## src/rtl/symbols_pkg.sv

```systemverilog
// Shared 8b/10b symbol constants and scrambler parameters for the TX
// scrambler and the RX descrambler, plus the per-symbol rule decode.
package symbols_pkg;

  localparam logic [7:0]  K_COM          = 8'hBC;
  localparam logic [7:0]  K_SKP          = 8'h1C;
  localparam logic [15:0] SCRAMBLER_SEED = 16'hFFFF;
  // Galois taps for X^16 + X^5 + X^4 + X^3 + 1 (bits 5, 4, 3, 0).
  localparam logic [15:0] SCRAMBLER_POLY = 16'h0039;

  typedef enum logic [2:0] {
    SYM_COM,    // reseed, pass through
    SYM_SKP,    // freeze, pass through
    SYM_K,      // other K-code: pass through, advance
    SYM_D_RAW,  // ordered-set / bypassed data: pass through, advance
    SYM_D_SCR   // scrambled data: xor key, advance
  } sym_kind_e;

  function automatic sym_kind_e classify_symbol(input logic       is_k,
                                                input logic [7:0] data,
                                                input logic       is_os,
                                                input logic       bypass);
    sym_kind_e kind;
    if (is_k && data == K_COM)      kind = SYM_COM;
    else if (is_k && data == K_SKP) kind = SYM_SKP;
    else if (is_k)                  kind = SYM_K;
    else if (is_os || bypass)       kind = SYM_D_RAW;
    else                            kind = SYM_D_SCR;
    return kind;
  endfunction

endpackage

```

## src/rtl/scrambler_lfsr_byte.sv

```systemverilog
// Combinational 8-step advance of the 16-bit PCIe scrambler LFSR.
// Ports:
//   state_i  current LFSR state
//   state_o  state after 8 single-bit shifts
//   key_o    scrambling key; bit 0 is the LFSR output of the first shift
module scrambler_lfsr_byte
  import symbols_pkg::*;
(
  input  logic [15:0] state_i,
  output logic [15:0] state_o,
  output logic [7:0]  key_o
);

  logic [15:0] s;

  always_comb begin
    s     = state_i;
    key_o = '0;
    for (int unsigned i = 0; i < 8; i++) begin
      key_o[i] = s[15];
      s = {s[14:0], 1'b0} ^ (s[15] ? SCRAMBLER_POLY : '0);
    end
    state_o = s;
  end

endmodule

```

## src/rtl/tx_scrambler_gen12.sv

```systemverilog
// Per-lane TX scrambler for 2.5/5.0 GT/s. Scrambles D-symbols with the
// PCIe LFSR, passes K-symbols through, reseeds on COM, freezes on SKP.
// One-entry valid/ready output register, 1-cycle latency.
// Ports:
//   clk_i, rst_i                 clock, async active-high reset
//   valid_i/ready_o              input handshake
//   data_i, is_k_i               input symbol
//   is_ordered_set_i             symbol is TS1/TS2 body (not scrambled)
//   bypass_scrambler_i           scrambling disabled for this symbol
//   valid_o/ready_i              output handshake
//   data_o, is_k_o               output symbol
module tx_scrambler_gen12
  import symbols_pkg::*;
#(
  parameter logic [15:0] LFSR_SEED = SCRAMBLER_SEED
) (
  input  logic       clk_i,
  input  logic       rst_i,
  input  logic       valid_i,
  output logic       ready_o,
  input  logic [7:0] data_i,
  input  logic       is_k_i,
  input  logic       is_ordered_set_i,
  input  logic       bypass_scrambler_i,
  output logic       valid_o,
  input  logic       ready_i,
  output logic [7:0] data_o,
  output logic       is_k_o
);

  logic [15:0] lfsr_q, lfsr_d, lfsr_next;
  logic [7:0]  key;
  logic        valid_q, valid_d;
  logic [7:0]  data_q, data_d;
  logic        is_k_q, is_k_d;
  logic        acc;
  sym_kind_e   kind;

  scrambler_lfsr_byte u_lfsr (
    .state_i (lfsr_q),
    .state_o (lfsr_next),
    .key_o   (key)
  );

  assign ready_o = ready_i || !valid_q;
  assign acc     = valid_i && ready_o;
  assign kind    = classify_symbol(is_k_i, data_i, is_ordered_set_i, bypass_scrambler_i);

  always_comb begin
    lfsr_d  = lfsr_q;
    valid_d = valid_q;
    data_d  = data_q;
    is_k_d  = is_k_q;
    if (acc) begin
      valid_d = 1'b1;
      data_d  = data_i;
      is_k_d  = is_k_i;
      unique case (kind)
        SYM_COM:   lfsr_d = LFSR_SEED;
        SYM_SKP:   lfsr_d = lfsr_q;
        SYM_K,
        SYM_D_RAW: lfsr_d = lfsr_next;
        SYM_D_SCR: begin
          data_d = data_i ^ key;
          lfsr_d = lfsr_next;
        end
        default:   lfsr_d = lfsr_q;
      endcase
    end else if (ready_i) begin
      valid_d = 1'b0;
    end
  end

  always_ff @(posedge clk_i or posedge rst_i) begin
    if (rst_i) begin
      lfsr_q  <= LFSR_SEED;
      valid_q <= 1'b0;
      data_q  <= '0;
      is_k_q  <= 1'b0;
    end else begin
      lfsr_q  <= lfsr_d;
      valid_q <= valid_d;
      data_q  <= data_d;
      is_k_q  <= is_k_d;
    end
  end

  assign valid_o = valid_q;
  assign data_o  = data_q;
  assign is_k_o  = is_k_q;

endmodule

```

## config.mk

```make
export PLATFORM = sky130hd
export DESIGN_NAME = tx_scrambler_gen12
export DESIGN_NICKNAME = d
export VERILOG_FILES = /design/src/rtl/symbols_pkg.sv /design/src/rtl/scrambler_lfsr_byte.sv /design/src/rtl/tx_scrambler_gen12.sv
export SDC_FILE = /design/constraint.sdc
export NUM_CORES = 1
export LEC_CHECK = 0
export ABC_CLOCK_PERIOD_IN_PS = 1630
export CAP_MARGIN = 20
export CORE_ASPECT_RATIO = 0.7
export CORE_MARGIN = 5
export CORE_UTILIZATION = 52
export DETAILED_ROUTE_END_ITERATION = 16
export GPL_TIMING_DRIVEN = 0
export HOLD_SLACK_MARGIN = 0.12
export MAX_ROUTING_LAYER = met4
export PLACE_DENSITY = 0.88
export SETUP_SLACK_MARGIN = 0.3
export SLEW_MARGIN = 20
export SYNTH_ARGS = -nofsm -noshare
export SYNTH_HDL_FRONTEND = slang
export SYNTH_SLANG_ARGS = --single-unit
```

## constraint.sdc

```tcl
create_clock -name clk_i -period 1.63 [get_ports clk_i]
set_input_delay 0.489 -clock clk_i [delete_from_list [all_inputs] [get_ports clk_i]]
set_output_delay 0.489 -clock clk_i [all_outputs]
set_load 0.005 [all_outputs]
```

## Word-level counts from Yosys, hierarchy flattened

Index checks and enable logic that the tools add are counted.

| cells by class | value |
|---|---|
| multiplexer cells | 16 |
| reductions and logical operators | 11 |
| bitwise logic cells | 9 |
| equal/unequal tests | 5 |

Operators by type and width:

| cell | number |
|---|---|
| $xor 16x16->16 | 8 |
| $mux 6 | 8 |
| $pmux 16 s2 | 1 |
| $mux 3 | 4 |
| $eq 8x5->1 const B | 1 |
| $eq 8x8->1 const B | 1 |
| $mux 8 | 1 |
| $xor 8x8->8 | 1 |
| $eq 3x2->1 const B | 2 |
| $reduce_bool 2->1 | 2 |
| $eq 3x3->1 const B | 1 |
| $logic_and 1x1->1 | 3 |
| $logic_not 3->1 | 1 |
| $reduce_or 3->1 | 1 |
| $logic_or 1x1->1 | 2 |
| $mux 1 | 2 |
| $reduce_and 2->1 | 1 |
| $logic_not 1->1 | 1 |

| storage, ports and cells | value |
|---|---|
| input port bits | 15 |
| bits in registers | 26 |
| output and inout bits | 11 |

## Longest topological paths before layout

| depth | value |
|---|---|
| depth after elaboration | 17 |
| mapped depth | 5 |
| gate-level depth less buffers | 3 |

## Hierarchy

Synthesis repeated with hierarchy kept, for this count alone.

| unflattened totals | value |
|---|---|
| cells, all modules | 127 |
| area, all modules | 1530.2 um^2 |

Modules (own cells, without submodules):

| module | cells an instance | instances | sequential area each (um^2) | area each (um^2) |
|---|---|---|---|---|
| tx_scrambler_gen12 | 92 | 1 | 670.6 | 1226.2 |
| scrambler_lfsr_byte | 35 | 1 | 0.0 | 304.0 |

## Worst setup path after synthesis

Ideal clock, no wire load.

| path | value |
|---|---|
| path type | input port to flip-flop |
| from | input data_i[6] |
| to | register lfsr_q[5] |
| stages | 4 |
| slack | -0.150 ns |
| arrival time | 1.699 ns |
| library setup time | 0.081 ns |
| buffers on the path | 1 |
| path through | or4b_4 > a211o_4 > buf_6 > a32oi_1 |

| on the way | value |
|---|---|
| longest elaborated chain between the ends | 8 |

Ends and longest elaborated chain:

| element | RTL line | text |
|---|---|---|
| start: declaration | tx_scrambler_gen12.sv:21 | `input logic [7:0] data_i,` |
| $eq 8x5->1 | symbols_pkg.sv:25 | `else if (is_k && data == K_SKP) kind = SYM_SKP;` |
| $logic_and 1x1->1 | symbols_pkg.sv:25 |  |
| $mux 3 | symbols_pkg.sv:25 |  |
| $mux 3 (*) | symbols_pkg.sv:24 | `if (is_k && data == K_COM) kind = SYM_COM;` |
| $eq 3x3->1 or $eq 3x2->1 (tied branches) | tx_scrambler_gen12.sv:58 | `unique case (kind)` |
| $reduce_or 3->1 (no line) | n/a |  |
| $reduce_bool 2->1 (no line) | n/a |  |
| $reduce_and 2->1 (no line) | n/a |  |
| end signal: assignment | tx_scrambler_gen12.sv:81 | `lfsr_q <= lfsr_d;` |
| end: declaration | tx_scrambler_gen12.sv:31 | `logic [15:0] lfsr_q, lfsr_d, lfsr_next;` |

Mark *: on every way between the ends. The rest lies on a longest branch, timed or not.
A chain may end at the register's enable or synchronous reset.

## Final worst setup path

| path | value |
|---|---|
| from | input data_i[0] |
| to | register lfsr_q[9] |

Same word-level chain as after synthesis.

==> summary.md <==
| Metric | Value |
|---|---|
| Outcome | finished with violations |
| Violated checks | setup timing |
| Pre-antenna DRT Iters | 4 |
| Hold path cells | 2 |
| DIE AREA | 4007 um2 |
| Fill cells | 153 |
| Unrepaired setup endpoints after global routing | true |
| Post-synth net total | 146 |
| Pre-CTS WS | -0.7368 ns |
| WL final | 4758 um |
| Final Hold Violating Endpoints | 0 |
| Chip height | 54.49 um |
| Synth top cells by count | xnor2_1, inv_1, a21oi_1, a32oi_1, dfstp_2 |
| WP data required | 1.80 ns |
| Share of the synthesized area in the top cell type | 0.2860 |
| Async S/R FF share, synth | 1.000 |
| Period minus WS final | 1.690 ns |
| Cell with the most instances after synthesis | xnor2_1 |
| Synth Register Bits | 26 |
| Synth top area cells | dfstp_2, dfrtp_1, xnor2_1 |
| Hold_ws | 0.4827 ns |
| IO Count | 26 |
| Fin crit share | 1.037 |
| Critical Path Fanout Max | 5 |
| All-layer global routing usage | 0.2555 |
| CP Class | input pin to flip-flop |
| Nets@finish | 201 |
| EDFF count, synth | 0 |
| Vias/cell | 5.674 |
| CTS clk-pin slew, worst paths | 0.08 ns |
| GRT Residual Overflow | 0 |
| Placer Congestion | 0.8411 |
| Num rows | 16 |
| Crit path DAT | 1.86 ns |
| CTS root buffer | clkbuf_8 |
| Clock tree sinks | 26 |
| Max Transition Viols Final | 0 |
| Crit start category | input pin |
| DIE WIDTH | 73.55 um |
| Starting Density | 0.5322 |
| Pleak | 0.9765 nW |
| # DRC | 0 |
| Synth area leader | dfstp_2 |
| ANT nets after route | 0 |
| Clk buf depth | 2 |
| Slew headroom | 0.6181 |
| Sequential cell area | 670.6 um2 |
| Max_cap viols | 0 |
| Post-DP HPWL | 2736 um |
| Post-synthesis cell type count | 23 |
| CTS tree | yes |
| WL/cell | 21.53 um |
| Multi-input logic area | 828.3 um2 |
| Clk_lat worst skew | 0.28 ns |
| Register area share after synthesis | 0.4562 |
| Antenna diodes | 0 |
| Vias | 1254 |
| Share of layout cells above drive strength 1 | 0.5622 |
| Mapped Cells | 131 |
| Core Area | 2763 um2 |
| Final setup viols | 17 |
| Max Fclk | 0.5918 GHz |
| DR iter-0 viols | 80 |
| CP Capture Type | flip-flop |
| Synth-to-layout area growth | 53.87% |
| Top FF cell, synth | dfstp_2 |
| Worst Max-Slew Pin Slew | 0.5716 ns |
| HP Class | flip-flop to flip-flop |
| Setup slack after layout | -0.05987 ns |
| Initial antenna violation count | 0 |
| Pwr dens | 1407 nW/um2 |
| CTS H-Tree Depth | 1 |
| First-pass GRT wire length | 7231 um |
| Yosys warns | 0 |
| Vias in the first global route | 1404 |
| Port Buf Inserts | 23 |
| Peak VDD IR | 0.8923 mV |
| Design Power | 3.183 mW |
| Largest net degree at the start of global routing | 27 |
| Syn_area_per_cell | 11.22 um2 |
| Worst R2R Path Depth | 6 |
| Post-Syn Area | 1470 um2 |
| Worst clock skew | 0.01485 ns |
| CTS Buf Count | 3 |
[cell type report]
cell class,count,share of cell area
Inverter,17,0.02987
Clock buffer,4,0.02434
Tap cell,36,0.01991
Multi-Input combinational cell,78,0.3662
Timing Repair Buffer,50,0.2080
Buffer,10,0.05531
Sequential cell,26,0.2965
[stage by stage]
stage | utilization | cells | setup TNS, ns | instance area (um2)
2_1_floorplan | - | 131 | -1.106 | 1536
3_3_place_gp | 0.6558 | 190 | -12.43 | 1812
3_5_place_dp | 0.6558 | 190 | -13.79 | 1812
4_1_cts | 0.7699 | 216 | -1.433 | 2127
5_1_grt | 0.8188 | 221 | -0.8153 | 2262
6_report | 0.8188 | 221 | -0.6014 | 2262
[per-layer routing]
layer | track usage | routed length [um] | up-vias
met5 | - | 0 | -
met4 | 0.07530 | 83 | 0
met2 | 0.4412 | 2489 | 36
met1 | 0.3101 | 2007 | 641
met3 | 0.04587 | 177 | 8
li1 | - | - | 569
[cell families (layout without fill, tap and decap cells)]
logic type / after synthesis / after routing / share of synthesized area
buffers and inverters: 27 / 81 / 0.1072
AOI/OAI and AO/OA: 34 / 34 / 0.1796
muxes: 1 / 1 / 0.007659
xor gates and xnor gates: 28 / 28 / 0.1668
DFF: 26 / 26 / 0.4562
and+or+nand+nor: 15 / 15 / 0.08256
[report_power, final]
group,switching (mW),total (mW),leakage (nW),internal [mW]
Combinational,0.711,1.52,0.669,0.805
Clock,0.207,0.423,0.0288,0.216
Sequential,0.238,1.24,0.279,1.01
[worst max-delay path: stages]
cell and delay (ns):
buf_6 0.09, or4b_4 0.55, buf_6 0.15, o311ai_4 0.22
buf_6 0.17, buf_6 0.12, a32oi_2 0.06
[sequential cells by signal, indices dropped and copies added, names as in the netlist]
register,cells
data_o,8
is_k_o,1
lfsr_q,16
valid_o,1
[cells in the final DEF, fill, tap and decap left out, types with 2 or more instances in the layout]
cell / instances
a21oi_1: 8
a21oi_2: 5
a21oi_4: 3
a32oi_1: 7
a32oi_2: 9
buf_2: 11
buf_4: 14
buf_6: 15
buf_8: 4
clkbuf_2: 2
clkbuf_8: 5
clkdlybuf4s50_1: 2
dfrtp_1: 10
dfstp_2: 16
dlygate4sd2_1: 2
dlymetal6s2s_1: 5
inv_1: 16
nor4b_2: 8
xnor2_1: 26
xor2_1: 2
[worst paths after layout]
check	slack [ns]	start	endpoint
worst min-delay path	0.48	lfsr_q[6]	lfsr_q[6]
min in group asynchronous	0.61	rst_i	data_o[5]
worst max-delay path	-0.06	data_i[0]	lfsr_q[9]
worst min register to register	0.48	lfsr_q[6]	lfsr_q[6]
max in group asynchronous	0.64	rst_i	lfsr_q[8]
worst max register to register	0.02	valid_o	lfsr_q[9]
[what timing repair did]
action	CTS	global route
pin swaps	11	9
cloned	4	0
hold buffers	0	0
setup buffers	18	5
resized for setup	94	19
endpoints found under the setup margin	46	27
No activity file was read; power rests on OpenSTA's default activity.
